==> src/rtl/alu_iter_pkg.sv <==
// alu_iter_pkg: opcodes and FSM states for alu_iter; the MUL state exists only when ALU_ITER_MUL_EN is defined.
package alu_iter_pkg;
    localparam logic [3:0] OP_PASS_A = 4'h0;
    localparam logic [3:0] OP_PASS_B = 4'h1;
    localparam logic [3:0] OP_NOT_A  = 4'h2;
    localparam logic [3:0] OP_NOT_B  = 4'h3;
    localparam logic [3:0] OP_ADD    = 4'h4;
    localparam logic [3:0] OP_ADC    = 4'h5;
    localparam logic [3:0] OP_OR     = 4'h6;
    localparam logic [3:0] OP_AND    = 4'h7;
    localparam logic [3:0] OP_ZERO   = 4'h8;
    localparam logic [3:0] OP_ONE    = 4'h9;
    localparam logic [3:0] OP_ONES   = 4'hA;
    localparam logic [3:0] OP_CLC    = 4'hB;
    localparam logic [3:0] OP_STC    = 4'hC;
    localparam logic [3:0] OP_SUB    = 4'hD;
    localparam logic [3:0] OP_SHL    = 4'hE;
    localparam logic [3:0] OP_MUL    = 4'hF;
`ifdef ALU_ITER_MUL_EN
    typedef enum logic [1:0] {S_IDLE, S_SHIFT, S_MUL} state_t;
`else
    typedef enum logic [1:0] {S_IDLE, S_SHIFT} state_t;
`endif
endpackage

==> src/rtl/alu_iter_mul.sv <==
// alu_iter_mul: shift-add multiplier, one partial product per clock; built only with ALU_ITER_MUL_EN.
`ifdef ALU_ITER_MUL_EN
module alu_iter_mul #(
    parameter int WIDTH = 16,
    localparam int CNT_W = $clog2(WIDTH)
) (
    input  logic                 System_Clk,
    input  logic                 Reset,
    input  logic                 start,
    input  logic [WIDTH-1:0]     a,
    input  logic [WIDTH-1:0]     b,
    output logic                 done,
    output logic [2*WIDTH-1:0]   prod
);
    logic [WIDTH-1:0] mcand, hi, lo;
    logic [WIDTH:0]   hi_sum;
    logic [CNT_W-1:0] cnt;
    logic             busy;

    // prod is the next {hi,lo}; done flags the step that produces the final product
    assign hi_sum = {1'b0, hi} + (lo[0] ? {1'b0, mcand} : '0);
    assign prod   = {hi_sum, lo[WIDTH-1:1]};
    assign done   = busy && cnt == CNT_W'(WIDTH - 1);

    always_ff @(posedge System_Clk) begin
        if (Reset) begin
            mcand <= '0;
            hi    <= '0;
            lo    <= '0;
            cnt   <= '0;
            busy  <= 1'b0;
        end else if (start) begin
            mcand <= a;
            lo    <= b;
            hi    <= '0;
            cnt   <= '0;
            busy  <= 1'b1;
        end else if (busy) begin
            {hi, lo} <= prod;
            cnt      <= cnt + CNT_W'(1);
            if (done) busy <= 1'b0;
        end
    end
endmodule
`endif

==> src/rtl/alu_iter.sv <==
// alu_iter: handshaked ALU with registered flags, iterative SHL and, under ALU_ITER_MUL_EN,
// a shift-add multiply on code 1111 (otherwise 1111 is a single-cycle add).
module alu_iter
    import alu_iter_pkg::*;
#(
    parameter int WIDTH = 16,
    localparam int CNT_W = $clog2(WIDTH)
) (
    input  logic             System_Clk,
    input  logic             Reset,
    input  logic             Start,
    input  logic [3:0]       ALU_Sel,
    input  logic [WIDTH-1:0] A,
    input  logic [WIDTH-1:0] B,
    input  logic             Cy_In,
    output logic             Busy,
    output logic             Done,
    output logic [WIDTH-1:0] ALU_Out,
    output logic [WIDTH-1:0] ALU_Out_Hi,
    output logic             CY_Out,
    output logic             Z_Out,
    output logic             N_Out,
    output logic             V_Out
);
    state_t           state;
    logic [3:0]       op;
    logic [WIDTH-1:0] b_op, sh, res, fin_lo, fin_hi;
    logic [WIDTH:0]   sum;
    logic [CNT_W-1:0] cnt, k;
    logic             go, sub, ovf, cy_n, v_n, fin, fin_cy, fin_v;

`ifdef ALU_ITER_MUL_EN
    logic               mul_done;
    logic [2*WIDTH-1:0] mul_prod;
    assign op = ALU_Sel;
    alu_iter_mul #(.WIDTH(WIDTH)) u_mul (
        .System_Clk(System_Clk),
        .Reset(Reset),
        .start(go && op == OP_MUL),
        .a(A),
        .b(B),
        .done(mul_done),
        .prod(mul_prod)
    );
`else
    assign op = (ALU_Sel == OP_MUL) ? OP_ADD : ALU_Sel;
`endif

    // one adder serves ADD/ADC/SUB; SUB is A + ~B + 1 with carry inverted into a borrow
    assign go   = state == S_IDLE && Start;
    assign k    = B[CNT_W-1:0];
    assign sub  = op == OP_SUB;
    assign b_op = sub ? ~B : B;
    assign sum  = {1'b0, A} + {1'b0, b_op} + (WIDTH+1)'(sub | (op == OP_ADC & Cy_In));
    assign ovf  = (A[WIDTH-1] == b_op[WIDTH-1]) && (sum[WIDTH-1] != A[WIDTH-1]);

    always_comb begin
        res  = '0;
        cy_n = 1'b0;
        v_n  = 1'b0;
        case (op)
            OP_PASS_A: res = A;
            OP_PASS_B: res = B;
            OP_NOT_A:  res = ~A;
            OP_NOT_B:  res = ~B;
            OP_ADD, OP_ADC, OP_SUB: begin
                res  = sum[WIDTH-1:0];
                cy_n = sum[WIDTH] ^ sub;
                v_n  = ovf;
            end
            OP_OR:   res = A | B;
            OP_AND:  res = A & B;
            OP_ONE:  begin res = WIDTH'(1); cy_n = CY_Out; end
            OP_ONES: begin res = '1; cy_n = CY_Out; end
            OP_CLC:  res = ALU_Out;
            OP_STC:  begin res = ALU_Out; cy_n = 1'b1; end
            OP_SHL:  begin res = A; cy_n = CY_Out; end
            default: ;
        endcase
    end

    always_comb begin
        fin    = 1'b0;
        fin_lo = res;
        fin_hi = '0;
        fin_cy = cy_n;
        fin_v  = v_n;
        if (go && !(op == OP_SHL && k != '0) && op != OP_MUL) begin
            fin = 1'b1;
        end else if (state == S_SHIFT && cnt == CNT_W'(1)) begin
            fin    = 1'b1;
            fin_lo = sh << 1;
            fin_cy = sh[WIDTH-1];
            fin_v  = 1'b0;
`ifdef ALU_ITER_MUL_EN
        end else if (state == S_MUL && mul_done) begin
            fin    = 1'b1;
            fin_lo = mul_prod[WIDTH-1:0];
            fin_hi = mul_prod[2*WIDTH-1:WIDTH];
            fin_cy = |mul_prod[2*WIDTH-1:WIDTH];
            fin_v  = 1'b0;
`endif
        end
    end

    always_ff @(posedge System_Clk) begin
        if (Reset) begin
            state      <= S_IDLE;
            sh         <= '0;
            cnt        <= '0;
            Busy       <= 1'b0;
            Done       <= 1'b0;
            ALU_Out    <= '0;
            ALU_Out_Hi <= '0;
            CY_Out     <= 1'b0;
            Z_Out      <= 1'b0;
            N_Out      <= 1'b0;
            V_Out      <= 1'b0;
        end else begin
            Done <= fin;
            if (fin) begin
                ALU_Out    <= fin_lo;
                ALU_Out_Hi <= fin_hi;
                CY_Out     <= fin_cy;
                Z_Out      <= fin_lo == '0;
                N_Out      <= fin_lo[WIDTH-1];
                V_Out      <= fin_v;
            end
            if (go && op == OP_SHL && k != '0) begin
                state <= S_SHIFT;
                Busy  <= 1'b1;
                sh    <= A;
                cnt   <= k;
`ifdef ALU_ITER_MUL_EN
            end else if (go && op == OP_MUL) begin
                state <= S_MUL;
                Busy  <= 1'b1;
`endif
            end else if (state == S_SHIFT) begin
                sh  <= sh << 1;
                cnt <= cnt - CNT_W'(1);
            end
            if (fin && state != S_IDLE) begin
                state <= S_IDLE;
                Busy  <= 1'b0;
            end
        end
    end
endmodule

==> config.mk <==
export PLATFORM = sky130hd
export DESIGN_NAME = alu_iter
export DESIGN_NICKNAME = d
export VERILOG_FILES = /design/src/rtl/alu_iter_pkg.sv /design/src/rtl/alu_iter_mul.sv /design/src/rtl/alu_iter.sv
export SDC_FILE = /design/constraint.sdc
export NUM_CORES = 1
export LEC_CHECK = 0
export BUFFER_PORTS_ARGS = -buffer_cell sky130_fd_sc_hd__buf_2
export CORE_MARGIN = 2
export CORE_UTILIZATION = 49
export CTS_CLUSTER_SIZE = 40
export DETAILED_ROUTE_END_ITERATION = 8
export GPL_ROUTABILITY_DRIVEN = 0
export PLACE_DENSITY = 0.78
export SETUP_SLACK_MARGIN = 0.1
export SLEW_MARGIN = 30
export SYNTH_ARGS = -nofsm -noshare
export SYNTH_HDL_FRONTEND = slang
export SYNTH_SLANG_ARGS = --single-unit
==> constraint.sdc <==
create_clock -name System_Clk -period 9.2 [get_ports System_Clk]
set_input_delay 1.84 -clock System_Clk [delete_from_list [all_inputs] [get_ports System_Clk]]
set_output_delay 1.84 -clock System_Clk [all_outputs]
set_load 0.05 [all_outputs]
**Word-level counts from Yosys, hierarchy flattened**

Cells that the tools add are included.

- Logic and storage cells: 74
- Input port bits: 40
- Flip-flop bits (word level): 42
- Output and inout bits: 38

- Bitwise operators: 7
- Add/sub/neg operators: 3
- Reduce and logical (&&, ||, !) cells: 20
- Mux-type cells: 17
- Equal/unequal tests: 18

Operator list:

| kind | number |
|---|---|
| case mux 16 bit (10 select lines) | 1 |
| two-way mux 16 bit | 5 |
| NOT 16 bit | 2 |
| == test 4 bit, second input constant | 7 |
| adder 16 x 16 -> 17 bit | 1 |
| adder 17 x 1 -> 17 bit | 1 |
| AND 16 bit | 1 |
| == test 4 x 3 -> 1 bit, second input constant | 4 |
| zero test 16 bit | 1 |
| OR 16 bit | 1 |
| two-way mux 4 bit | 3 |
| logical AND 1 bit | 9 |
| == test 4 x 1 -> 1 bit, second input constant | 2 |
| == test 4 x 2 -> 1 bit, second input constant | 2 |
| two-way mux 1 bit | 7 |
| OR reduction 2 bit | 3 |
| OR reduction 3 bit | 2 |
| zero test 4 bit | 1 |
| != test 4 bit, second input constant | 1 |
| nonzero test 4 bit | 1 |
| subtractor 4 x 1 -> 4 bit, second input constant | 1 |
| case mux 1 bit (3 select lines) | 1 |
| zero test 2 bit | 1 |
| nonzero test 2 bit | 1 |
| other kinds (6) | 6 |

**Depth between registers and ports, before layout**

- Depth after elaboration: 11
- Mapped depth: 17

**Worst setup path before layout**

OpenSTA, ideal clock, no wires.

- Path kind: input-to-reg
- Start: input ALU_Sel[2]
- End: register CY_Out
- Arrival: 5.610 ns
- Slack: 3.494 ns
- Cell stages on the path: 16
- Data required time: 9.105 ns
- Path buffers: 3
- Path through: buf_2 -> buf_2 -> buf_2 -> nor2b_1 -> nand3_1 -> xnor2_1 -> fa_1 -> fa_1 -> a211oi_1 -> nor4b_1 -> nor3_1 -> a21o_1 -> a21oi_1 -> o41ai_1 -> mux2_2 -> a221oi_1

- Cells in the longest elaborated chain, start to end: 10
- Elaborated cells on any way between the ends: 26

Ends and longest elaborated chain:

| element | RTL line | source |
|---|---|---|
| from (decl) | alu_iter.sv:12 | `input logic [3:0] ALU_Sel,` |
| == test 4 bit | alu_iter.sv:46 | `assign op = (ALU_Sel == OP_MUL) ? OP_ADD : ALU_Sel;` |
| two-way mux 4 bit * | alu_iter.sv:46 |  |
| == test 4 bit or == test 4 x 3 -> 1 bit (tied branches) | alu_iter.sv:52, alu_iter.sv:61, alu_iter.sv:54 |  |
| two-way mux 16 bit or AND 1 bit (tied branches) | alu_iter.sv:53, alu_iter.sv:54 |  |
| adder 16 x 16 -> 17 bit or OR 1 bit (tied branches) | alu_iter.sv:54 | `assign sum = {1'b0, A} + {1'b0, b_op} + (WIDTH+1)'(sub \| (op == OP_ADC & Cy_In));` |
| adder 17 x 1 -> 17 bit | alu_iter.sv:54 |  |
| XOR 1 bit | alu_iter.sv:68 | `cy_n = sum[WIDTH] ^ sub;` |
| case mux 1 bit (3 select lines) | alu_iter.sv:61 | `case (op)` |
| two-way mux 1 bit | alu_iter.sv:90 | `end else if (state == S_SHIFT && cnt == CNT_W'(1)) begin` |
| two-way mux 1 bit | alu_iter.sv:88 | `if (go && !(op == OP_SHL && k != '0) && op != OP_MUL) begin` |
| to (signal assigned) | alu_iter.sv:124 | `CY_Out <= fin_cy;` |
| to (decl) | alu_iter.sv:20 | `output logic CY_Out,` |

Mark *: on every way between the ends. The rest lies on a longest branch, timed or not.
A chain may end at the register's enable or synchronous reset.

**Worst setup path in the final report**

Same ends and word-level chain as after synthesis.

==> key figures <==
Die
  • Die Wd: roughly 97 µm
  • Core area: 8300 µm²
  • Die Ht: 96.8 µm
  • I/O Pins: between 70 and 80
  • Initial Util: 50.9%
  • Die Area: between 9000 and 10000 µm²
  • # rows: 33

Critical path
  • Critical path startpoint category: input pin
  • CP Launch Point: ALU_Sel[2]
  • Worst reg2reg startpoint: state[0]$_SDFFE_PP0P_
  • Critical path endpoint category: flip-flop
  • WP data arrival: 6.46 ns
  • Critical Path RT: 9.39 ns
  • WS Path Type: input pin to flip-flop
  • Critical path peak fanout: 41

Yosys
  • Post-synthesis register bit count: 41
  • Post-Synthesis Cells: 588
  • Fraction of registers with async set/reset: 0%
  • Number of distinct library cells after synthesis: 70
  • Mapped Area: 4220 µm²
  • Number of synthesized flops with an enable pin: 0
  • Yosys warnings: 0
  • Syn avg cell area: 7.18 µm²
  • Post-synth top flop: dfxtp_1
  • Register area share after synthesis: between 10% and 20%

Global routing
  • First-pass GRT wire length: 21300 µm
  • Vias in the first global route: 4220
  • Total GRT Usage: 27.5%
  • Pin count of the biggest net entering global routing: 53
  • Initial antenna violation count: 0
  • Gr ovfl total: 0

Clock tree
  • Clk pin slew, worst setup/hold paths: 0.08 ns
  • CTS tree: built
  • CTS buffer count: 5
  • Post_cts resized: 0
  • # hold bufs at CTS: 0
  • Setup Fix Bufs, Post-CTS: 0
  • Worst skew pair latency: a little under 0.3 ns
  • Clock sink count: approximately 40
  • Clock Tree Root: clkbuf_8
  • H-tree levels: 2
  • Clock buffer depth: 2

STA
  • FMAX: approximately 160 MHz
  • Pins Over Slew Limit: 0
  • Clock skew: roughly 0.0036 ns
  • Max-slew headroom: 42.0%
  • Actual slew at the worst max-slew pin: 0.868 ns
  • Final setup vio count: 0
  • Final hold vios: 0
  • Setup_tns: 0 ns
  • Final Critical Period: between 6 and 7 ns
  • RSZ-0062 raised after global routing: no
  • Post-route clock period utilization: 68.1%

Flow run
  • Max-cap viol count: 0

Cells and area
  • Area of the multi-input gates: ~3100 µm²
  • Commonest non-fill, non-tap cell in the layout: a21oi_1
  • Core Util, Final: between 50 and 60%
  • Antenna cells: 0
  • Most frequent cells in the layout: a21oi_1 (64), buf_2 (61), nor2_1 (53)
  • Area delta synth->final: 7.23%
  • Layout fillers: between 700 and 800
  • Register area: between 800 and 900 µm²
  • Share of layout cells above drive strength 1: a little over an eighth
  • Final #Nets: around 670

Route
  • DRC viols: 0
  • Post-route ant nets: 0
  • Routed Wire Length: 13600 µm
  • DRT iter0 DRCs: 397
  • First drt pass iteration count: 6
  • Via count: 4649
  • Routed len/inst: 18.9 µm
  • Vias per cell: 6.46

Pwr
  • Cell-internal power: 0.347 mW
  • Leak Pwr: between 1.5 and 2 nW
  • Clock share of power: about a quarter
  • Part of the power in registers: between 30% and 40%
  • P per Cell Area: 129 nW/µm²
  • NetSw: ~0.24 mW
  • Combinational Power Share: 42.7%
  • VDD IR max: 0.0956 mV
  • Sw Share: 40.7%

Worst hold path
  • HP Start: sh[15]$_SDFFE_PP0P_
  • HP Class: flip-flop to flip-flop

Placement
  • Dpl hpwl: between 10000 and 15000 µm
  • Port bufs: 61

Status
  • Run status: finished clean
[registers in the layout, summed over array words and instances, names as in the netlist]
| signal | count |
|---|---|
| CY_Out | 1 |
| sh | 16 |
| ALU_Out | 16 |
| cnt | 4 |
| Z_Out | 1 |
| V_Out | 1 |
| Done | 1 |
| state | 1 |
[stage by stage]
stage,cell area [µm²],cells,setup WS [ns],hold WS [ns],power (mW)
floorplan,4280,603,3.49,0.437,0.387
global placement,4410,713,2.53,0.448,0.438
detailed placement,4410,713,2.29,0.463,0.444
CTS,4510,720,2.57,0.474,0.580
global route,4530,720,2.59,0.500,0.611
finish,4530,720,2.93,0.474,0.585
[routing by layer]
layer / vias to the layer above / share of wire (%) / GRT usage, %
li1: 2169 / - / -
met1: 2142 / 40 / 35.6
met2: 295 / 47 / 45.4
met3: 43 / 9.0 / 5.13
met4: 0 / 3.8 / 10.3
met5: - / 0 / 0
[power by group through the flow]
stage	Combinational (mW)	Clock [mW]	Sequential (mW)
2_1_floorplan	0.166	0	0.221
3_3_place_gp	0.239	0	0.199
3_5_place_dp	0.244	0	0.200
4_1_cts	0.245	0.139	0.196
5_1_grt	0.269	0.146	0.197
6_report	0.250	0.139	0.196
[critical path, stage by stage]
cell and delay [ns]:
buf_2 0.54, nor2b_1 0.29, nand3_2 0.48, xnor2_1 0.32, fa_1 0.45, fa_1 0.47
a211oi_1 0.32, nor4b_1 0.11, nor3_1 0.44, a21o_1 0.19, a21oi_1 0.07, o41ai_1 0.29
mux2_2 0.38, a221oi_1 0.26
[layout make-up]
| cell class | count | share of cell area, % |
|---|---|---|
| Clock inverter | 2 | 0.774 |
| Multi-Input combinational cell | 487 | 68.1 |
| Sequential cell | 41 | 18.1 |
| Clock buffer | 5 | 1.52 |
| Timing Repair Buffer | 64 | 7.24 |
| Tap cell | 105 | 2.90 |
| Inverter | 16 | 1.33 |
[cells in the mapped netlist (3+ instances only)]
cell type  number  share of area (%)
a311oi_1        3               0.62
a31oi_1         6               0.89
a211oi_1       18                3.2
and2_1          3               0.44
nor3_1         18                2.1
ha_1           17                5.0
buf_4          21                3.7
a21o_1          3               0.53
nand4_1         5               0.74
nand2b_1       14                2.1
a222oi_1        3               0.71
a211o_1         3               0.62
a22o_1          3               0.62
o22ai_1         7                1.0
buf_2          12                1.4
nand2_1        47                4.2
nor2b_1        11                1.6
a32oi_1         3               0.62
nand3_1        17                2.0
a21oi_1        64                7.6
o21ai_0        37                4.4
o21bai_1        3               0.53
xor2_1         21                4.4
buf_1           3               0.27
clkbuf_1       21                1.9
nor3b_1         3               0.53
nor2_1         55                4.9
inv_1          15                1.3
dfxtp_1        41                 19
a221oi_1        8                1.7
and3_1          5               0.74
o211ai_1        5               0.89
xnor2_1        26                5.4
a22oi_1        18                3.2
[worst paths after layout]
path / depth (start not counted) / slack (ns) / endpoint
worst max-delay path: 14 / 2.93 / CY_Out$_SDFFE_PP0N_
worst min-delay path: 2 / 0.47 / sh[15]$_SDFFE_PP0P_
worst max register to register: 9 / 6.02 / Z_Out$_SDFFE_PP0N_
worst min register to register: 2 / 0.47 / sh[15]$_SDFFE_PP0P_
[kinds of logic (layout without fill, tap and decap cells)]
group	Yosys count	in the layout	share of synthesized area, %
compound gates	208	208	32.1
mux	3	3	0.741
fa+ha+maj	20	20	6.22
xor+xnor	47	47	9.75
buf+inv	75	87	9.24
simple gates	193	193	22.4
flops	41	41	19.4
other cells	1	16	0.0888
(Power assumes the default switching activity.)
